$ cat src/rtl/mem_access_ctrl.sv
// Memory-stage access controller: runs one request/addr_ok/data_ok bus transaction
// per load or store and holds M until that transaction completes.
module mem_access_ctrl (
    input  logic        clk,
    input  logic        reset,
    input  logic        respon,
    input  logic        M_valid,
    input  logic        MemWriteM,
    input  logic        MemOrALUM,
    input  logic        EXLM,
    input  logic [1:0]  MemInSelM,
    input  logic [31:0] ALUoutM,
    input  logic [31:0] rd2M,
    input  logic        W_allowin,
    output logic        M_allowin,
    output logic        M_to_W_valid,
    output logic        data_req,
    output logic        data_wr,
    output logic [1:0]  data_size,
    output logic [31:0] data_addr,
    output logic [31:0] data_wdata,
    output logic [3:0]  data_wstrb,
    input  logic        data_addr_ok,
    input  logic        data_data_ok,
    input  logic [31:0] data_rdata,
    output logic [31:0] rdataM
);

    localparam logic [2:0] ST_IDLE    = 3'd0;
    localparam logic [2:0] ST_ADDR    = 3'd1;
    localparam logic [2:0] ST_DATA    = 3'd2;
    localparam logic [2:0] ST_DONE    = 3'd3;
    localparam logic [2:0] ST_DISCARD = 3'd4;

    logic [2:0]  r_state;
    logic [2:0]  w_state_nxt;
    logic [31:0] r_rdata;
    logic        w_memop;
    logic        w_ready_go;
    logic        w_capture;

    // Byte enables for a store of the given size at the given byte offset.
    function automatic logic [3:0] store_strb(input logic [1:0] sel, input logic [1:0] off);
        logic [3:0] strb;
        case (sel)
            2'b01:   strb = off[1] ? 4'b1100 : 4'b0011;
            2'b10:   strb = 4'b0001 << off;
            default: strb = 4'b1111;
        endcase
        return strb;
    endfunction

    assign w_memop      = M_valid & (MemWriteM | MemOrALUM) & ~EXLM;
    assign w_ready_go   = ~w_memop | (r_state == ST_DONE);
    assign M_allowin    = ~M_valid | (w_ready_go & W_allowin);
    assign M_to_W_valid = M_valid & w_ready_go & ~respon;
    assign data_req     = (r_state == ST_ADDR);
    assign rdataM       = r_rdata;
    assign w_capture    = (r_state == ST_DATA) & data_data_ok & ~respon & MemOrALUM;

    // Next-state logic; a flush never abandons an accepted request without draining it.
    always_comb begin
        w_state_nxt = r_state;
        case (r_state)
            ST_IDLE: begin
                if (w_memop && !respon) w_state_nxt = ST_ADDR;
                else                    w_state_nxt = ST_IDLE;
            end
            ST_ADDR: begin
                if (respon)            w_state_nxt = data_addr_ok ? ST_DISCARD : ST_IDLE;
                else if (data_addr_ok) w_state_nxt = ST_DATA;
                else                   w_state_nxt = ST_ADDR;
            end
            ST_DATA: begin
                if (data_data_ok) w_state_nxt = respon ? ST_IDLE : ST_DONE;
                else if (respon)  w_state_nxt = ST_DISCARD;
                else              w_state_nxt = ST_DATA;
            end
            ST_DONE: begin
                if (W_allowin || respon) w_state_nxt = ST_IDLE;
                else                     w_state_nxt = ST_DONE;
            end
            ST_DISCARD: begin
                if (data_data_ok) w_state_nxt = ST_IDLE;
                else              w_state_nxt = ST_DISCARD;
            end
            default: w_state_nxt = ST_IDLE;
        endcase
    end

    // State register and load-data capture.
    always_ff @(posedge clk) begin
        if (reset) begin
            r_state <= ST_IDLE;
            r_rdata <= 32'd0;
        end else begin
            r_state <= w_state_nxt;
            if (w_capture) r_rdata <= data_rdata;
        end
    end

    // Bus command fields, derived directly from the held M-stage operands.
    always_comb begin
        data_wr    = 1'b0;
        data_size  = 2'd2;
        data_addr  = {ALUoutM[31:2], 2'b00};
        data_wdata = 32'd0;
        data_wstrb = 4'b0000;
        if (MemWriteM) begin
            data_wr    = 1'b1;
            data_addr  = ALUoutM;
            data_wstrb = store_strb(MemInSelM, ALUoutM[1:0]);
            case (MemInSelM)
                2'b01: begin
                    data_size  = 2'd1;
                    data_wdata = {2{rd2M[15:0]}};
                end
                2'b10: begin
                    data_size  = 2'd0;
                    data_wdata = {4{rd2M[7:0]}};
                end
                default: begin
                    data_size  = 2'd2;
                    data_wdata = rd2M;
                end
            endcase
        end else begin
            data_wr = 1'b0;
        end
    end

endmodule

$ cat config.mk
export PLATFORM = sky130hd
export DESIGN_NAME = mem_access_ctrl
export DESIGN_NICKNAME = d
export VERILOG_FILES = /design/src/rtl/mem_access_ctrl.sv
export SDC_FILE = /design/constraint.sdc
export NUM_CORES = 1
export LEC_CHECK = 0
export BUFFER_PORTS_ARGS = -buffer_cell sky130_fd_sc_hd__buf_2
export CAP_MARGIN = 0
export CORE_MARGIN = 2
export CORE_UTILIZATION = 32
export CTS_BUF_LIST = sky130_fd_sc_hd__clkbuf_4
export DETAILED_ROUTE_END_ITERATION = 6
export GPL_TIMING_DRIVEN = 0
export PLACE_DENSITY = 0.82
export SLEW_MARGIN = 10
export SYNTH_ARGS = -nofsm -noshare
export SYNTH_HDL_FRONTEND = slang
export SYNTH_SLANG_ARGS = --single-unit
$ cat constraint.sdc
create_clock -name clk -period 1.4 [get_ports clk]
set_input_delay 0 -clock clk [delete_from_list [all_inputs] [get_ports clk]]
set_output_delay 0 -clock clk [all_outputs]
set_load 0.005 [all_outputs]
==> results of run 1 <==
-- power by group through the flow --
stage / sequential (mW) / clock (mW) / combinational (mW)
detailed placement: 1.02 / 0 / 0.664
floorplan: 1.02 / 0 / 0.336
finish: 0.996 / 0.722 / 0.786
global placement: 1.02 / 0 / 0.654
global route: 0.997 / 0.778 / 0.853
CTS: 0.996 / 0.734 / 0.756
-- per-layer routing --
metal	vias up	global-route usage (%)
li1	1527	-
met3	36	5.54
met2	195	44.2
met1	1445	22.2
met4	0	13.8
met5	-	0
-- worst max-delay path by stage --
stage	start	end	slack, ns	cells after the start
detailed placement	r_state[0]	rdataM[8]	-0.33	5
finish	r_state[0]	r_state[0]	0.004	3
CTS	r_state[0]	rdataM[30]	0.001	4
global placement	r_state[0]	rdataM[16]	-0.26	5
global route	r_state[0]	r_state[0]	-0.06	3
floorplan	r_state[2]	r_state[0]	0.01	3
-- synth_stat cells (all sizes together) --
cell type  number
nand2           9
and2           12
nor4bb          2
or3             1
or2             2
nand2b          2
nor3            1
nor2            3
a31oi           1
o211a           8
nand3          44
nor3b           2
and3            1
o21ai          36
ha              2
a21oi          36
o211ai          1
o21a            1
a22oi           8
nor2b          13
dfxtp          35
a221o           8
a21boi         10
or4             1
buf            35
clkbuf         28
inv             6
a311oi          1
o21bai          1
-- cell families (layout without fill, tap and decap cells) --
kind of cell | count (synthesis) | count (layout) | share of synthesized area, %
adder cells (fa/ha/maj) | 2 | 2 | 1.08
AND/OR/NAND/NOR | 93 | 93 | 22.2
other | 0 | 3 | 0
buffers and inverters | 69 | 293 | 16.4
flip-flops | 35 | 35 | 30.3
AO/OA/AOI/OAI | 111 | 111 | 30.0
-- cell type report --
class                      instances  area, µm²
fill                             665       3030
timing repair buffer             219       1280
multi-input combinational        206       1260
sequential                        35        706
buffer                            61        409
tap                               96        120
clock buffer                       6       45.0
clock inverter                     1       30.0
inverter                           6       22.5
antenna                            3       7.51
-- critical path: stages, from the launching register on --
cell and delay [ns]:
sky130_fd_sc_hd__dfxtp_1 0.32, sky130_fd_sc_hd__or3_4 0.41, sky130_fd_sc_hd__or4_1 0.42, sky130_fd_sc_hd__a31oi_1 0.18
-- metrics by stage --
step	utilization, %	setup TNS, ns	std cells	cell area, µm²	power (mW)
finish	56.2	0	633	3880	2.50
global route	56.2	-0.461	633	3880	2.63
CTS	55.4	0	631	3820	2.49
detailed placement	48.4	-12.30	588	3340	1.68
global placement	48.4	-9.56	588	3340	1.68
floorplan	-	0	310	2310	1.36
-- flip-flops by register name (all words and copies together) (netlist names) --
signal / flops
rdataM: 32
r_state: 3
-- layout by cell type, fill, tap and decap left out, types with 6 or more instances in the layout --
cell type / netlist / routed
sky130_fd_sc_hd__nand3_1: 44 / 43
sky130_fd_sc_hd__nand2_1: 9 / 9
sky130_fd_sc_hd__buf_2: 3 / 183
sky130_fd_sc_hd__a21boi_0: 10 / 6
sky130_fd_sc_hd__clkbuf_2: 0 / 8
sky130_fd_sc_hd__buf_4: 31 / 33
sky130_fd_sc_hd__and2_1: 12 / 12
sky130_fd_sc_hd__a22oi_1: 8 / 8
sky130_fd_sc_hd__clkbuf_1: 28 / 9
sky130_fd_sc_hd__dlygate4sd3_1: 0 / 36
sky130_fd_sc_hd__a21oi_1: 36 / 36
sky130_fd_sc_hd__o211a_1: 8 / 8
sky130_fd_sc_hd__clkbuf_4: 0 / 10
sky130_fd_sc_hd__a221o_1: 8 / 8
sky130_fd_sc_hd__o21ai_0: 36 / 34
sky130_fd_sc_hd__nor2b_1: 13 / 12
sky130_fd_sc_hd__dfxtp_1: 35 / 33
-- what timing repair did --
item,CTS,global route
gates cloned,0,0
setup buffers,1,0
gates resized for setup,19,45
pin swaps,4,5
endpoints found under the hold margin,35,0
endpoints found under the setup margin,64,55
hold buffers,36,0
==> flow_summary.ini, run 1 <==
[outcome]
outcome = finished, final reports clean

[timing]
final.hold.worst_slack_ns = 0.0388
finalWorstSetupSlack_ns = 0.00402
finClkSkew_ns = 0.0106
timing.fmax_ghz = 0.716
max_slew.worst_pin.slew_ns = 0.456
post-route-min-period_ns = 1.40
slew_violations = 0
layout_worst_path_cycle_share_pct = 99.7
setup_viol = 0
final-hold-violation-count = 0
max_slew_margin_pct = 69.6
grt_setup_unrepaired = yes

[power_and_ir_drop]
clock_power_share_pct = 28.8
power.net_switching_mw = 0.698
netSwitchingFraction_pct = 27.9
pwr-share-comb_pct = 31.4
power_density_nw_per_um2 = 645
seq_power_share_pct = 39.8
cell_internal_pwr_mw = 1.81
power_leakage_nw = 1.95
max-vdd-ir-drop_uv = 324

[detailed_routing]
dr_iter_0_viols = 131
routed_wirelength_mm = 9.78
met1Wirelength_mm = 3.36
routed_via_density = 5.06
route.top_layer_used = met4
wl_met2_mm = 5.21
ant_nets = 0
avgRoutedWirePerCell_um = 15.5
overall_via_count_from_detail_route = 3203
drt-pass1-iter-count = 5
route.detailed.drc = 0
met3WireLength_um = 764

[global_route]
first_pass_grt_wire_length_mm = 14.3
grt_use_total_pct = 23.1
grt_pass1_vias = 3127
grt_overflow = 0
grt_start_max_net_pins = 11
number_of_antenna_violations_at_the_first_check_in_global_routing = 3

[floorplanning]
die_area_um2 = 7910
die-height_um = 89.0
design.portCount = 214
floorplan.core_area_um2 = 6910
initial_core_util_pct = 33.4
die_width_um = 89.0
rows = 30

[logic_synthesis]
synth_seq_cells = 35
syn-cell-area_um2 = 2310
yosys.area.top_type = sky130_fd_sc_hd__dfxtp_1
synth_top_area_share_pct = 30.3
syn_area_per_cell_um2 = 7.45
yosysWarnings = 0
ranking_of_synthesized_cells_by_area = sky130_fd_sc_hd__dfxtp_1 30%, sky130_fd_sc_hd__buf_4 10%, sky130_fd_sc_hd__nand3_1 9.5%, sky130_fd_sc_hd__a21oi_1 7.8%, sky130_fd_sc_hd__o21ai_0 7.8%
synth.yosys.seq_area_share_pct = 30.3
postSynthNetCount = 420
syn-instance-count = 310
synth.lib_cells_used.distinct = 31

[clock_network]
tritoncts = yes
cts.sinks = 35
cts.reportedPaths.clkPinSlew_ns = 0.11
cts-buffers-inserted = 5
clk_path_buf_depth = 2
ctsRootBufferMaster = sky130_fd_sc_hd__clkbuf_4
ctsHtreeMaxLevel = 2
clk_latency_ns = 0.34

[setup_path]
worst_ep_arrival_time_ns = 1.66
cp-start-kind = flop
ff2ff_setup_slack_ns = 0.004
reg2reg_depth = 3
crit_path_max_fanout = 6
crit_path_end_kind = flop
worst-setup-path-type = reg2reg
critical_path.reg2reg.startpoint = r_state[0]
critical_path.reg2reg.endpoint = r_state[0]
crit_required_ns = 1.66

[hold_path]
timing.hold.worst.class = in2reg
worst_hold_startpoint = reset
min_delay_path_depth = 2
hold_path_end = rdataM[26]

[placement]
pre_cts_slack_ns = -0.326
dpl.hpwl_mm = 7.03
gpl.final_weighted_congestion = 0.943
placement.io_buffers = 182

[layout]
drive_above_1_share_pct = 47.0
layout-area-overhead-vs-synth_pct = 68.0
design.final.nets = 644

[job]
maxCapViolations = 0
(Power assumes the default switching activity.)
==> run 2: changes to the inputs <==
- CTS_BUF_LIST: sky130_fd_sc_hd__clkbuf_4 -> default
- CTS_CLUSTER_DIAMETER: default -> 60
==> flow_summary.ini, run 2 (synthesis results as in run 1) <==
[placement]
placement.io_buffers = 182
dpl.hpwl_mm = 7.03
gpl.final_weighted_congestion = 0.943
pre_cts_slack_ns = -0.326

[layout]
drive_above_1_share_pct = 47.2
ff_latch_area_um2 = 704
design.final.nets = 642
layout-area-overhead-vs-synth_pct = 67.8
multi_input_combinational_cell_area_um2 = 1260
layout_common_cells = 185 x sky130_fd_sc_hd__buf_2, 43 x sky130_fd_sc_hd__nand3_1, 36 x sky130_fd_sc_hd__buf_4, 36 x sky130_fd_sc_hd__a21oi_1
largest_register_ffs = 32
layout_commonest_cell = sky130_fd_sc_hd__buf_2
fillers = 663

[timing]
layout_worst_path_cycle_share_pct = 98.6
grt_setup_unrepaired = yes
finalWorstSetupSlack_ns = 0.0200
final-hold-violation-count = 0
max_slew_margin_pct = 70.0
setup_viol = 0
timing.fmax_ghz = 0.725
slew_violations = 0
max_slew.worst_pin.slew_ns = 0.450
post-route-min-period_ns = 1.38
finClkSkew_ns = 0.00634

[floorplanning]
die-height_um = 89.0
rows = 30
die_width_um = 89.0
floorplan.core_area_um2 = 6910
die_area_um2 = 7910
design.portCount = 214
initial_core_util_pct = 33.4

[setup_path]
critical_path.reg2reg.startpoint = r_state[2]
ff2ff_setup_slack_ns = 0.02
worst_ep_arrival_time_ns = 1.59
reg2reg_depth = 3
cp-start-kind = flop
crit_path_end_kind = flop
cp-startpoint = r_state[2]
crit_required_ns = 1.61
setup.worst_path.end = r_state[0]
critical_path.reg2reg.endpoint = r_state[0]
crit_path_max_fanout = 6
worst-setup-path-type = reg2reg

[global_route]
grt_start_max_net_pins = 11
grt_use_total_pct = 22.9
grt_overflow = 0
grt_pass1_vias = 3125
number_of_antenna_violations_at_the_first_check_in_global_routing = 3
first_pass_grt_wire_length_mm = 14.2

[power_and_ir_drop]
power.net_switching_mw = 0.716
max-vdd-ir-drop_uv = 380
power_leakage_nw = 1.94
seq_power_share_pct = 37.6
report.power.total_mw = 2.65
pwr-share-comb_pct = 29.4
clock_power_share_pct = 33.0
power_density_nw_per_um2 = 685
netSwitchingFraction_pct = 27.0
cell_internal_pwr_mw = 1.94

[detailed_routing]
route.detailed.drc = 0
ant_nets = 0
avgRoutedWirePerCell_um = 15.6
overall_via_count_from_detail_route = 3240
routed_via_density = 5.13
drt-pass1-iter-count = 4
routed_wirelength_mm = 9.82
dr_iter_0_viols = 148

[outcome]
outcome = finished, final reports clean

[clock_network]
cts.sinks = 35
cts-buffers-inserted = 5
tritoncts = yes
ctsHtreeMaxLevel = 2
clk_path_buf_depth = 2
ctsRootBufferMaster = sky130_fd_sc_hd__clkbuf_8
cts.reportedPaths.clkPinSlew_ns = 0.07
clk_latency_ns = 0.28

[job]
maxCapViolations = 0

[hold_path]
timing.hold.worst.class = in2reg
run 2: worst max-delay path: stages, from the launching register on:
cell and delay, ns:
sky130_fd_sc_hd__dfxtp_4 0.34, sky130_fd_sc_hd__or3_4 0.37, sky130_fd_sc_hd__or4_1 0.42, sky130_fd_sc_hd__a31oi_1 0.18
run 2: what timing repair did:
action / in CTS / in global routing
hold endpoints to repair: 32 / 0
endpoints found under the setup margin: 61 / 54
buffers inserted: 1 / 2
resized for setup: 15 / 49
hold buffers: 32 / 0
pin swaps: 3 / 5
run 2: final cells by class:
class	instances	share of cell area [%]
buffer	61	10.4
clock buffer	6	1.87
multi-input combinational	206	32.5
inverter	6	0.581
clock inverter	1	0.775
antenna	3	0.194
tap	96	3.10
sequential	35	18.2
timing repair buffer	217	32.5
run 2: layer usage:
layer,vias up,share of wire (%),global-route usage (%)
met3,40,7.9,4.80
li1,1521,-,-
met1,1458,35,22.3
met5,-,0,0
met4,0,4.7,14.4
met2,221,53,43.7
run 2: power groups by stage:
stage / clock network [mW] / logic (mW) / registers, mW
global route: 0.924 / 0.846 / 0.996
CTS: 0.886 / 0.743 / 0.996
floorplan: 0 / 0.336 / 1.02
finish: 0.875 / 0.781 / 0.996
detailed placement: 0 / 0.664 / 1.02
global placement: 0 / 0.654 / 1.02
run 2: per-stage QoR:
| stage | setup TNS, ns | hold slack [ns] | utilization, % | cells | cell area, µm² |
|---|---|---|---|---|---|
| floorplan | 0 | 0.0332 | - | 310 | 2310 |
| global placement | -9.56 | 0.167 | 48.4 | 588 | 3340 |
| detailed placement | -12.30 | 0.167 | 48.4 | 588 | 3340 |
| CTS | 0 | 0.000117 | 55.0 | 627 | 3800 |
| global route | -0.299 | 0.0398 | 56.1 | 631 | 3870 |
| finish | 0 | 0.00963 | 56.1 | 631 | 3870 |
run 2: worst min path at each step:
| stage | from | to | slack [ns] | cells past startpoint |
|---|---|---|---|---|
| 3_3_place_gp | ALUoutM[9] | data_addr[9] | 0.17 | 2 |
| 5_1_grt | data_addr_ok | r_state[2] | 0.04 | 3 |
| 4_1_cts | data_addr_ok | r_state[2] | 0.0001 | 3 |
| 6_report | data_addr_ok | r_state[2] | 0.01 | 3 |
| 3_5_place_dp | ALUoutM[15] | data_addr[15] | 0.17 | 2 |
| 2_1_floorplan | respon | M_to_W_valid | 0.03 | 1 |
==> run 3: changes to the inputs <==
- ABC_AREA: default -> 1
- CORE_UTILIZATION: 32 -> 36
- PLACE_DENSITY: 0.82 -> 0.85
==> flow_summary.ini, run 3 <==
[outcome]
outcome = finished, final reports clean

[logic_synthesis]
yosysWarnings = 0
synth.yosys.seq_area_share_pct = 25.8
synth_top_area_share_pct = 25.8
synth_top_flop_cell = sky130_fd_sc_hd__dfxtp_1
yosys.area.top_type = sky130_fd_sc_hd__dfxtp_1
syn-instance-count = 484
synth.lib_cells_used.distinct = 19
synth-edff-count = 0
syn-cell-area_um2 = 2720
postSynthNetCount = 594
synth_seq_cells = 35
ranking_of_synthesized_cells_by_area = sky130_fd_sc_hd__dfxtp_1 26%, sky130_fd_sc_hd__inv_1 18%, sky130_fd_sc_hd__nand2_1 14%, sky130_fd_sc_hd__buf_4 8.6%, sky130_fd_sc_hd__nor2_1 8.4%
async_reset_ff_share_pct = 0
most_frequent_cells_after_synthesis = 130 x sky130_fd_sc_hd__inv_1, 104 x sky130_fd_sc_hd__nand2_1, 61 x sky130_fd_sc_hd__nor2_1
yosysMostFrequentCell = sky130_fd_sc_hd__inv_1
syn_area_per_cell_um2 = 5.61

[layout]
layout_common_cells = 188 x sky130_fd_sc_hd__buf_2, 130 x sky130_fd_sc_hd__inv_1, 104 x sky130_fd_sc_hd__nand2_1
layout_commonest_cell = sky130_fd_sc_hd__buf_2
largest_register_ffs = 32
layout-area-overhead-vs-synth_pct = 44.9
finish.instance_area_um2 = 3940
n_antenna_cell = 0
post_layout_nonfiller_instances = 776
finalCoreUtilization_pct = 54.0
fillers = 764
drive_above_1_share_pct = 36.2
design.final.nets = 786

[floorplanning]
rows = 31
die_width_um = 90.8
design.portCount = 214
die-height_um = 90.8
floorplan.core_area_um2 = 7290
die_area_um2 = 8250
initial_core_util_pct = 37.2

[placement]
placed_cell_area_um2 = 3750
gpl.final_weighted_congestion = 0.917
dpl.hpwl_mm = 6.93
post-place-cells = 765
placement.io_buffers = 182
pre_cts_slack_ns = -0.0600

[timing]
max_slew.worst_pin.slew_ns = 0.612
final.hold.worst_slack_ns = 0.0127
setup_viol = 0
layout_worst_path_cycle_share_pct = 91.6
slew_violations = 0
grt_setup_unrepaired = no
total_negative_slack_for_setup_checks_ns = 0
finClkSkew_ns = 0.00710
max_slew_margin_pct = 59.0
timing.fmax_ghz = 0.780
final-hold-violation-count = 0
finalWorstSetupSlack_ns = 0.118
post-route-min-period_ns = 1.28

[detailed_routing]
routed_wirelength_mm = 8.61
ant_nets = 0
drt-pass1-iter-count = 5
dr_iter_0_viols = 86
routed_via_density = 4.45
overall_via_count_from_detail_route = 3451
avgRoutedWirePerCell_um = 11.1
route.detailed.drc = 0

[clock_network]
cts.reportedPaths.clkPinSlew_ns = 0.07
ctsRootBufferMaster = sky130_fd_sc_hd__clkbuf_8
cts-buffers-inserted = 5
cts.sinks = 35
tritoncts = yes
clk_latency_ns = 0.29
clk_path_buf_depth = 2
ctsHtreeMaxLevel = 2

[power_and_ir_drop]
netSwitchingFraction_pct = 28.6
max-vdd-ir-drop_uv = 308
clock_power_share_pct = 35.3
power_leakage_nw = 2.50
report.power.total_mw = 2.59
power_density_nw_per_um2 = 657
seq_power_share_pct = 38.7
power.net_switching_mw = 0.741
pwr-share-comb_pct = 26.1
cell_internal_pwr_mw = 1.85

[setup_path]
crit_path_max_fanout = 6
worst_ep_arrival_time_ns = 1.28
worst-setup-path-type = reg2out
crit_path_end_kind = output port
cp-start-kind = flop
crit_required_ns = 1.40

[global_route]
number_of_antenna_violations_at_the_first_check_in_global_routing = 0
grt_start_max_net_pins = 13
grt_pass1_vias = 3123
first_pass_grt_wire_length_mm = 13.8
grt_overflow = 0
grt_use_total_pct = 20.0

[hold_path]
timing.hold.worst.class = in2reg

[job]
maxCapViolations = 0
run 3: cell count changes in the layout (fill, tap and decap cells not counted), sizes merged, moves of 10 or more:
cell | previous run | this run
nand4 | 0 | 33
nand2 | 9 | 104
nor2b | 13 | 0
inv | 6 | 131
dlygate4sd3 | 32 | 1
a21oi | 36 | 9
o21ai | 36 | 18
nand3 | 44 | 26
and2 | 12 | 0
a21boi | 10 | 0
nor2 | 3 | 61
run 3: cell type report:
class	instances	area (µm²)	area share (%)
Sequential cell	35	704	17.9
Multi-Input combinational cell	261	1190	30.2
Clock buffer	5	68.8	1.75
Buffer	56	362	9.19
Tap cell	99	124	3.15
Timing Repair Buffer	185	948	24.1
Inverter	132	495	12.6
Clock inverter	3	43.8	1.11
run 3: what timing repair did:
| item | 4_1_cts | 5_1_grt |
|---|---|---|
| gates resized for setup | 4 | 15 |
| hold buffers | 1 | 0 |
| endpoints found under the setup margin | 30 | 51 |
| endpoints found under the hold margin | 1 | 0 |
| pin swaps | 1 | 1 |
| setup buffers | 1 | 0 |
| cloned | 0 | 1 |
run 3: final timing paths:
check                           cells past startpoint  slack (ns)         start           end
worst max-delay path                                5        0.12    r_state[2]  M_to_W_valid
worst min-delay path                                3        0.01  data_addr_ok    r_state[2]
worst max register to register                      7        0.12    r_state[2]     rdataM[1]
worst min register to register                      4        0.51    rdataM[29]    rdataM[29]
run 3: power groups by stage:
stage,Combinational (mW),Clock (mW),Sequential (mW)
floorplan,0.344,0,1.02
global placement,0.658,0,1.02
detailed placement,0.660,0,1.02
CTS,0.669,0.939,1.00
global route,0.749,0.970,1.00
finish,0.674,0.912,1.00
run 3: kinds of logic after synthesis:
kind of cell	synth area share, %
AOI/OAI and AO/OA	5.90
adders and majority gates	0.922
buffers and inverters	30.7
DFF	25.8
and+or+nand+nor	36.7
run 3: per-layer routing:
| layer | wire (µm) | global-route usage (%) |
|---|---|---|
| met1 | 3350 | 22.2 |
| met2 | 4320 | 38.1 |
| met3 | 775 | 4.42 |
| met4 | 153 | 5.56 |
| met5 | 0 | 0 |
run 3: critical path: stages (launching register included):
cell and delay, ns:
sky130_fd_sc_hd__dfxtp_2 0.40, sky130_fd_sc_hd__nor2_1 0.08, sky130_fd_sc_hd__or2_2 0.30, sky130_fd_sc_hd__nand2_1 0.06, sky130_fd_sc_hd__nor2_1 0.03, sky130_fd_sc_hd__buf_2 0.12
